$ cat src/rtl/if_stage.sv
// Instruction-fetch stage: fetches the word at pc over a req/gnt/rvalid port,
// hands it to decode with valid/ready, and owns all PC advancement via next_pc.
module if_stage #(
  parameter logic [31:0] RESET_PC = 32'h0000_0000
) (
  input  logic        clk,
  input  logic        rstn,
  input  logic [31:0] pc,
  output logic [31:0] next_pc,
  output logic        imem_req,
  output logic [31:0] imem_addr,
  input  logic        imem_gnt,
  input  logic        imem_rvalid,
  input  logic [31:0] imem_rdata,
  input  logic        redirect_valid,
  input  logic [31:0] redirect_pc,
  output logic        instr_valid,
  output logic [31:0] instr,
  output logic [31:0] instr_pc,
  input  logic        instr_ready,
  output logic        misalign
);

  localparam int unsigned XLEN    = 32;
  localparam int unsigned ILEN_B  = 4;

  typedef enum logic [1:0] {
    S_IDLE = 2'd0,
    S_REQ  = 2'd1,
    S_WAIT = 2'd2,
    S_HOLD = 2'd3
  } state_e;

  state_e            state_q, state_d;
  logic              kill_q, kill_d;
  logic              req_q, valid_q, misalign_q;
  logic [XLEN-1:0]   instr_q, instr_pc_q;
  logic              capture;

  assign imem_addr   = pc;
  assign imem_req    = req_q;
  assign instr_valid = valid_q;
  assign instr       = instr_q;
  assign instr_pc    = instr_pc_q;
  assign misalign    = misalign_q;

  // Next-state, kill tracking and next_pc selection; redirect overrides last.
  always_comb begin
    state_d = state_q;
    kill_d  = kill_q;
    capture = 1'b0;
    next_pc = pc;
    case (state_q)
      S_IDLE: state_d = S_REQ;
      S_REQ: begin
        if (imem_gnt) begin
          state_d = S_WAIT;
          kill_d  = redirect_valid;
        end
      end
      S_WAIT: begin
        if (imem_rvalid) begin
          if (kill_q || redirect_valid) begin
            state_d = S_REQ;
            kill_d  = 1'b0;
          end else begin
            capture = 1'b1;
            state_d = S_HOLD;
          end
        end else if (redirect_valid) begin
          kill_d = 1'b1;
        end
      end
      S_HOLD: begin
        if (instr_ready) begin
          next_pc = pc + XLEN'(ILEN_B);
          state_d = S_REQ;
        end else if (redirect_valid) begin
          state_d = S_REQ;
        end
      end
      default: state_d = S_IDLE;
    endcase
    if (redirect_valid) begin
      next_pc = {redirect_pc[XLEN-1:2], 2'b00};
    end
  end

  always_ff @(posedge clk or negedge rstn) begin
    if (!rstn) begin
      state_q    <= S_IDLE;
      kill_q     <= 1'b0;
      req_q      <= 1'b0;
      valid_q    <= 1'b0;
      misalign_q <= 1'b0;
      instr_q    <= '0;
      instr_pc_q <= RESET_PC;
    end else begin
      state_q    <= state_d;
      kill_q     <= kill_d;
      req_q      <= (state_d == S_REQ);
      valid_q    <= (state_d == S_HOLD);
      misalign_q <= redirect_valid & (|redirect_pc[1:0]);
      if (capture) begin
        instr_q    <= imem_rdata;
        instr_pc_q <= pc;
      end
    end
  end

endmodule

$ cat config.mk
export PLATFORM = sky130hd
export DESIGN_NAME = if_stage
export DESIGN_NICKNAME = d
export VERILOG_FILES = /design/src/rtl/if_stage.sv
export SDC_FILE = /design/constraint.sdc
export NUM_CORES = 1
export LEC_CHECK = 0
export CORE_MARGIN = 4
export CORE_UTILIZATION = 38
export CTS_CLUSTER_DIAMETER = 100
export DETAILED_ROUTE_END_ITERATION = 6
export PLACE_DENSITY = 0.86
export SYNTH_ARGS = -nofsm -noshare
export SYNTH_HDL_FRONTEND = slang
export SYNTH_SLANG_ARGS = --single-unit
$ cat constraint.sdc
create_clock -name clk -period 2.3 [get_ports clk]
set_input_delay 0.23 -clock clk [delete_from_list [all_inputs] [get_ports clk]]
set_output_delay 0.23 -clock clk [all_outputs]
set_load 0.02 [all_outputs]
==> out/qor.csv, run 1 <==
stage;metric;value;unit
critical_path;Startpoint Class;input port;
timing;Tcrit/Tclk final;107.4;%
die;core area;10230;um2
cts;CTS Sinks;70;
logic_synthesis;Syn Inst Count;367;
layout;Layout area overhead;78.27;%
drt;drt first-iter violations;182;
drt;met1 WL;5185;um
timing;RSZ-0062 raised after global routing;true;
drt;routed wire length;14360;um
cts;CTS clk-pin slew, worst paths;0.08;ns
global_route;first-pass GRT wire length;21090;um
logic_synthesis;syn_nets;470;
die;Die Y;110.1;um
layout;commonest non-fill, non-tap cell in the layout;clkdlybuf4s50_1;
timing;Final Hold Vio Count;0;
run_status;failing checks;setup timing;
drt;met2 WL;7618;um
place;Port Buffer Count;232;
timing;Fmax;404.9;MHz
logic_synthesis;distinct cell type count of the synthesized netlist;42;
drt;metal3 WL;1241;um
timing;Clock Skew;0.008337;ns
cts;clock latency on the worst-skew pair;0.34;ns
global_route;largest net degree at the start of global routing;71;
logic_synthesis;Synth area leader;dfrtp_1;
run;Max Cap Viol;0;
cts;CTS tree;done;
critical_path;crit path DAT;2.24;ns
cts;TritonCTS buffer count;9;
die;Die Area;12120;um2
critical_path;worst-path fanout max;7;
critical_path;Crit. End Element;output pin;
place;Detailed Place HPWL;10390;um
drt;DR vias;4084;
logic_synthesis;synthesized area per cell;10.79;um2
timing;Final setup viols;15;
timing;Relative slew margins;39.45;%
drt;DRC viols;0;
critical_path;path depth of the worst reg2reg path;6;
cts;clk buf depth;2;
layout;# diodes;0;
logic_synthesis;Yosys Warn Count;0;
cts;root buf cell;clkbuf_8;
logic_synthesis;Post-synth ARST share;100.0;%
logic_synthesis;Seq/Total Area, Yosys;44.22;%
cts;hold_buf cts;0;
die;row count;37;
power;total power;6.418;mW
power;Pleak;3.018;nW
drt;DRT antenna net count;0;
layout;share of cells above drive strength 1;33.02;%
power;maximum VDD drop;0.8061;mV
timing;setup TNS;-1.523;ns
logic_synthesis;top cells by area, synth;dfrtp_1, mux2_2, buf_4;
drt;uppermost routed layer;met4;
drt;wire per inst;18.52;um
drt;first drt pass iteration count;4;
timing;minimum clock period;2.470;ns
die;Initial Util;38.72;%
timing;hold_ws;0.01474;ns
logic_synthesis;#FFs+latches synth;70;
global_route;grt ovf;0;
hold_path;Hold Crit Class;input port to asynchronous set/reset pin;
logic_synthesis;Top FF cell, synth;dfrtp_1;
logic_synthesis;Cell Area, Synth;3961;um2
timing;final count of pins violating max slew;0;
logic_synthesis;Post-synth EDFFs;0;
timing;Slew @ Worst Pin;0.9082;ns
drt;vias per cell;5.270;
logic_synthesis;top cell type's share of synthesized area;44.22;%
place;GPL Wtd Cong;0.8272;
timing;setup ws final;-0.1696;ns
layout;commonest cells after routing, fill and taps aside;clkdlybuf4s50_1, buf_4, dfrtp_1;
cts;H-tree depth;3;
power;P per Cell Area;908.8;nW/um2
die;Boundary Pins;233;
global_route;antenna violations before repair;0;
die;Die Width;110.1;um
layout;Layout Nets;738;
global_route;number of global-route vias before repair;4220;
global_route;GRT Resource Usage Total;22.33;%
critical_path;WP data required;2.07;ns
run_status;outcome;finished with violations;
critical_path;crit path kind;input port to output pin;
## critical path, cell delays in order
cell and delay, ns:
clkdlybuf4s50_1 0.49, and3_4 0.21, nand4_4 0.14, buf_12 0.17, buf_8 0.13, or4_4 0.52, a31oi_4 0.21, buf_6 0.14
## final timing paths
path	from	end	slack, ns
setup / recovery	pc[9]	next_pc[21]	-0.17
hold / removal	rstn	instr_pc[31]	0.01
setup reg to reg	state_q[0]	instr_pc[11]	0.63
hold reg to reg	instr_pc[27]	instr_pc[27]	0.51
max in group asynchronous	rstn	instr_pc[9]	1.68
min in group clk	pc[3]	instr_pc[3]	0.35
## sequential cells by signal (all words and copies together) (netlist names)
name and cells:
imem_req 1, instr 32, instr_pc 32, instr_valid 1
kill_q 1, misalign 1, state_q 2
## cell families after synthesis
family,after synthesis,synth area share (%)
simple gates,110,15.98
flops,70,44.22
xor+xnor,10,2.211
fa+ha+maj,1,0.3158
mux,66,18.70
compound gates,51,8.654
buf+inv,59,9.918
## report_power, final
part           switching [mW]  total, mW  internal, mW  leakage (nW)
Clock                   0.453      0.836         0.383        0.0752
Combinational            1.62       3.44          1.81          2.07
Sequential              0.309       2.14          1.84         0.876
## synthesized netlist by cell type, drive strengths merged, types with 2 or more instances
cell type  instances
nand4             12
o211ai             3
o31a               2
o21ai             11
and2               3
and4               5
inv                5
o31ai             15
a31oi             14
dfrtp             70
nand3             19
mux2i              2
nand2             21
nand2b             3
and3               4
nor2b              3
mux2              64
nor2              18
clkbuf            13
or4               18
xor2              10
buf               40
## layer usage
layer	global-route usage (%)	up-vias
met2	40.25	173
li1	-	1859
met4	8.355	0
met5	0	-
met3	6.698	24
met1	24.68	2028
## layout make-up
type	instances	area [um2]
fill	767	3169
timing repair buffer	311	2962
multi-input combinational	238	2003
sequential	70	1752
tap	136	170.2
clock buffer	11	131.4
clock inverter	4	25.02
inverter	5	18.77
## through the flow
step	cells	utilization, %	instance area (um2)	setup slack (ns)
6_report	775	69.02	7062	-0.1696
5_1_grt	775	69.02	7062	-0.2238
4_1_cts	770	66.92	6847	-0.1704
3_5_place_dp	747	64.75	6625	-0.7920
3_3_place_gp	747	64.75	6625	-0.7794
2_1_floorplan	367	-	3961	0.1435
## repair_timing
action	CTS	global route
pin swaps	20	21
resized for setup	138	41
buffers inserted	7	5
gates cloned	1	0
setup endpoints to repair	30	21
endpoints found under the hold margin	0	0
Power figures use the tool's default switching activity.
==> inputs of run 2 (changes only) <==
--- a/config.mk
+++ b/config.mk
@@ -7,7 +7,7 @@
 export LEC_CHECK = 0
 export CORE_MARGIN = 4
 export CORE_UTILIZATION = 38
-export CTS_CLUSTER_DIAMETER = 100
+export CTS_CLUSTER_DIAMETER = 60
 export DETAILED_ROUTE_END_ITERATION = 6
 export PLACE_DENSITY = 0.86
 export SYNTH_ARGS = -nofsm -noshare
==> results of run 2 <==
No change in the layout: final DEF, timing and power equal those of run 1.
==> RTL edit 1 (settings of run 2) <==
Re-encode `state_e` (4 states) as one-hot, 4 bits wide.
--- a/src/rtl/if_stage.sv
+++ b/src/rtl/if_stage.sv
@@ -26,7 +26,7 @@
 
-  typedef enum logic [1:0] {
-    S_IDLE = 2'd0,
-    S_REQ  = 2'd1,
-    S_WAIT = 2'd2,
-    S_HOLD = 2'd3
+  typedef enum logic [3:0] {
+    S_IDLE = 4'b0001,
+    S_REQ  = 4'b0010,
+    S_WAIT = 4'b0100,
+    S_HOLD = 4'b1000
   } state_e;
Behaviour: no difference found for any inputs over 10 cycles, from zero or initial values and one cycle with rstn low; not proved beyond that.
==> RTL edit 1 against run 2 <==
- the flow finishes with violations (hold timing, setup timing)
- worst setup slack lost 130 ps
- power shrank 21%
- die area grew 3.3%
- wire length grew 9.7%
- sequential share of layout area shrank 0.53 points
- final cell count grew 5.9%
- sequential power shrank 15%
- cell area grew 5.2%
- synthesized cell count grew 7.6%
- sequential cell count grew 2
- synthesized area grew 3.5%
- highest routed layer unchanged
==> RTL edit 1: results (changes against run 2) <==
qor: synth.post_synth.cell_area_avg 10.4 um^2 [-3.8%]
qor: synth.synth_compound_area_frac 0.0933 [+0.00681]
qor: detailed_routing.initialDrtViolationCount 175 [-3.8%]
qor: cells_and_area.final_cell_count_no_fill 821 [+5.9%]
qor: power.power_density 680 nW/um^2 [-25%]
qor: sta.max_slew_margin_vs_limit 0.375 [-0.0199]
qor: placement.placement.cell_area 7010 um^2 [+5.8%]
qor: placement.dpl.cell_count 796 [+6.6%]
qor: detailed_routing.via_count 4437 [+8.6%]
qor: worst_setup_path.timing.setup.critical_path_class register to primary output
qor: global_route.grt_pass1_wl 24.3 mm [+15%]
qor: synth.yosysUniqueCellTypes 43 [+2.4%]
qor: sta.report.final.hold_viol_count 8 [+8]
qor: synth.yosys-top-cells-count 71 x sky130_fd_sc_hd__dfrtp_1, 64 x sky130_fd_sc_hd__mux2_2, 33 x sky130_fd_sc_hd__buf_4
qor: synth.post_synth_main_area_contributors sky130_fd_sc_hd__dfrtp_1 43%, sky130_fd_sc_hd__mux2_2 18%, sky130_fd_sc_hd__buf_4 6.0%
qor: synth.ys_seq_area_frac 0.440 [-0.00260]
qor: synth.synth_largest_type_area_fraction 0.433 [-0.00901]
qor: detailed_routing.drt_pass1_iterations 5 [+1]
qor: global_route.grt_pass1_vias 4748 [+13%]
qor: clocking.ctsResizeCount 201 [+46%]
qor: outcome.violated_checks hold timing, setup timing
qor: outcome.run_status finished with violations
qor: synth.synth-xor-area-share 0.0149 [-0.00716]
qor: synth.synth_adder_area_share 0.00305 [-0.000108]
qor: power.power_in_sequential_cells 1.81 mW [-15%]
qor: worst_setup_path.setup.reg_to_reg.worst_slack 360 ps [-270 ps]
qor: sta.timing.final.ws_setup -302 ps [-133 ps]
qor: worst_setup_path.worstPathArrival 2370 ps [+130 ps]
qor: worst_setup_path.worst-path-max-fanout 6 [-1]
qor: synth.post_synth_mux_area_share 0.181 [-0.00639]
qor: cells_and_area.fin_nets 783 [+6.1%]
qor: power.switching_power 1.76 mW [-26%]
qor: power.combinationalPower 2.26 mW [-34%]
qor: sta.timing.setup.tns -4270 ps [-2750 ps]
qor: worst_setup_path.worstReg2RegStart state_q[1]$_DFF_PN0_
qor: cells_and_area.final-seq-area 1800 um^2 [+2.9%]
qor: placement.detailedPlacementHpwl 11.7 mm [+13%]
qor: sta.hold_ws -23.3 ps [-38.0 ps]
qor: sta.report.final.setup_viol 24 [+9]
qor: detailed_routing.drt_wl_total 15.7 mm [+9.7%]
qor: power.leakagePower 3.23 nW [+7.2%]
RTL edit 1: cell count changes after synthesis, moves of 6 or more:
cell	run 2	this run
sky130_fd_sc_hd__nand2_1	21	30
sky130_fd_sc_hd__nand3_1	19	8
sky130_fd_sc_hd__nand4_1	9	15
sky130_fd_sc_hd__nor2_1	18	26
sky130_fd_sc_hd__or3_1	1	8
sky130_fd_sc_hd__xor2_1	10	4
RTL edit 1: final cells by class:
type	count	area share
flip-flops and latches	72	0.243
repair buffers	327	0.405
clock inverters	3	0.00337
clock buffers	13	0.0227
inverters	3	0.00152
well taps	136	0.0229
multi-input cells	267	0.301
RTL edit 1: worst max-delay path, delay by kind of cell (launching register included):
family	cells	cell delay [ps]
buffers and inverters	3	500
AO/OA/AOI/OAI	1	160
AND/OR/NAND/NOR	3	960
flip-flops	1	410
RTL edit 1: per-layer routing:
metal	vias up	routed length [um]	track usage
li1	2009	-	-
met1	2139	5940	0.263
met2	240	7860	0.422
met3	49	1330	0.0772
met4	0	620	0.118
met5	-	0	0
==> RTL edit 2 (config.mk and constraints of run 2) <==
Without the edit above. Reset style: synchronous (`rstn`), changed in one clocked block.
--- a/src/rtl/if_stage.sv
+++ b/src/rtl/if_stage.sv
@@ -88,3 +88,3 @@
 
-  always_ff @(posedge clk or negedge rstn) begin
+  always_ff @(posedge clk) begin
     if (!rstn) begin
Check against the original RTL: differs if rstn is asserted again (counterexample within 4 cycles, from zero or initial values and one cycle with rstn low); with rstn held inactive, the same outputs for 10 cycles.
==> RTL edit 2 against run 2 <==
- the run still ends with setup timing left
- sequential cell count did not move
- global-route usage rose by 2.9 points
- cell area decreased by 2.0%
- final cell count rose by 19%
- worst setup slack worse by 39 ps
- wire length rose by 7.9%
- synthesized area decreased by 2.9%
- utilization rose by 1.5 points
Power is not compared: it rests on default switching activity, and its combinational part moved more than twofold at a synthesized area within 25%.
==> RTL edit 2: results (changes against run 2) <==
qor: sta.timing.setup.tns -1300 ps [+228 ps]
qor: synth.ys_seq_area_frac 0.364 [-0.0779]
qor: sta.max_slew_margin_vs_limit 0.652 [+0.257]
qor: synth.synth.net_count 620 [+32%]
qor: detailed_routing.route.layer.met1.wl 5.83 mm [+12%]
qor: global_route.use_met3 0.0907 [+0.0238]
qor: detailed_routing.wl_met2 7.65 mm [+0.42%]
qor: placement.detailedPlacementHpwl 11.5 mm [+11%]
qor: cells_and_area.number_of_fill_cells_in_the_layout 780 [+1.7%]
qor: synth.post_synth_main_area_contributors sky130_fd_sc_hd__dfxtp_1 36%, sky130_fd_sc_hd__nand2_1 15%, sky130_fd_sc_hd__a21boi_0 12%
qor: worst_setup_path.worstReg2RegStart state_q[0]$_SDFF_PN0_
qor: global_route.grtUsageMet2 0.438 [+0.0353]
qor: detailed_routing.drt_pass1_iterations 5 [+1]
qor: placement.routabilityCongestion 0.930 [+12%]
qor: global_route.grt_pass1_wl 23.5 mm [+11%]
qor: global_route.grt_max_degree 38 [-46%]
qor: sta.report.final.setup_viol 11 [-4]
qor: outcome.run_status finished with violations
qor: detailed_routing.routed-wl-met3 1.63 mm [+31%]
qor: sta.timing.final.ws_setup -208 ps [-38.9 ps]
qor: worst_setup_path.setup.reg_to_reg.worst_slack 360 ps [-270 ps]
qor: worst_setup_path.crit_path_max_incr_delay 480 ps [-40 ps]
qor: worst_setup_path.critical_path.top_delay_family simple AND/OR/NAND/NOR gates
qor: global_route.grt_usage 0.253 [+0.0294]
qor: placement.dpl.cell_count 890 [+19%]
qor: worst_setup_path.worstPathArrival 2280 ps [+40 ps]
qor: placement.placement.cell_area 6540 um^2 [-1.2%]
qor: synth.yosys-top-cells-count 155 x sky130_fd_sc_hd__nand2_1, 70 x sky130_fd_sc_hd__dfxtp_1, 64 x sky130_fd_sc_hd__a21boi_0
qor: detailed_routing.via_count 4725 [+16%]
qor: worst_setup_path.slowest_stage sky130_fd_sc_hd__or4_1
qor: sta.hold_ws 377 ps [+362 ps]
qor: synth.postSynthCellCount 517 [+41%]
qor: placement.preCtsSetupSlack -764 ps [+27.6 ps]
qor: global_route.grt_util_met1 0.280 [+0.0332]
qor: outcome.violated_checks setup timing
## RTL edit 2: logic make-up (layout without fill, tap and decap cells)
logic type | after synthesis | after routing | synth area share
flops | 70 | 70 | 0.364
compound gates | 117 | 117 | 0.212
fa+ha+maj | 1 | 1 | 0.00325
mux | 2 | 2 | 0.00521
simple gates | 243 | 244 | 0.287
buf+inv | 74 | 342 | 0.105
xor+xnor | 10 | 10 | 0.0228
## RTL edit 2: worst max-delay path by stage
| stage | startpoint | endpoint | slack (ps) | depth (start not counted) |
|---|---|---|---|---|
| after global placement | instr_ready | next_pc[31] | -770 | 7 |
| final | state_q[1]$_SDFF_PN0_ | next_pc[29] | -210 | 6 |
| after global routing | state_q[0]$_SDFF_PN0_ | next_pc[29] | -310 | 6 |
| after floorplan | state_q[1]$_SDFF_PN0_ | next_pc[25] | 80 | 6 |
| after detailed placement | instr_ready | next_pc[31] | -760 | 7 |
| after CTS | state_q[1]$_SDFF_PN0_ | next_pc[27] | -200 | 6 |
## RTL edit 2: cell type report
type                    instances  area share
clock inverters                 6     0.00994
repair buffers                318       0.423
inverters                       8     0.00434
clock buffers                  10      0.0184
flip-flops and latches         70       0.203
well taps                     133      0.0240
multi-input cells             374       0.318
## RTL edit 2: power by group
group          internal [mW]  switching (mW)
registers               1.23         0.00893
clock network          0.509           0.485
logic                  0.396           0.366
## RTL edit 2: what timing repair did
| action | in CTS | in global routing |
|---|---|---|
| pin swaps | 33 | 5 |
| setup endpoints to repair | 28 | 25 |
| buffers inserted | 8 | 3 |
| resized for setup | 165 | 35 |
| gates cloned | 2 | 0 |
## RTL edit 2: tightest hold or removal path: stages
cell,delay [ps]
sky130_fd_sc_hd__dlymetal6s2s_1,150
sky130_fd_sc_hd__buf_6,150
sky130_fd_sc_hd__nand2_1,70
sky130_fd_sc_hd__a21boi_0,70
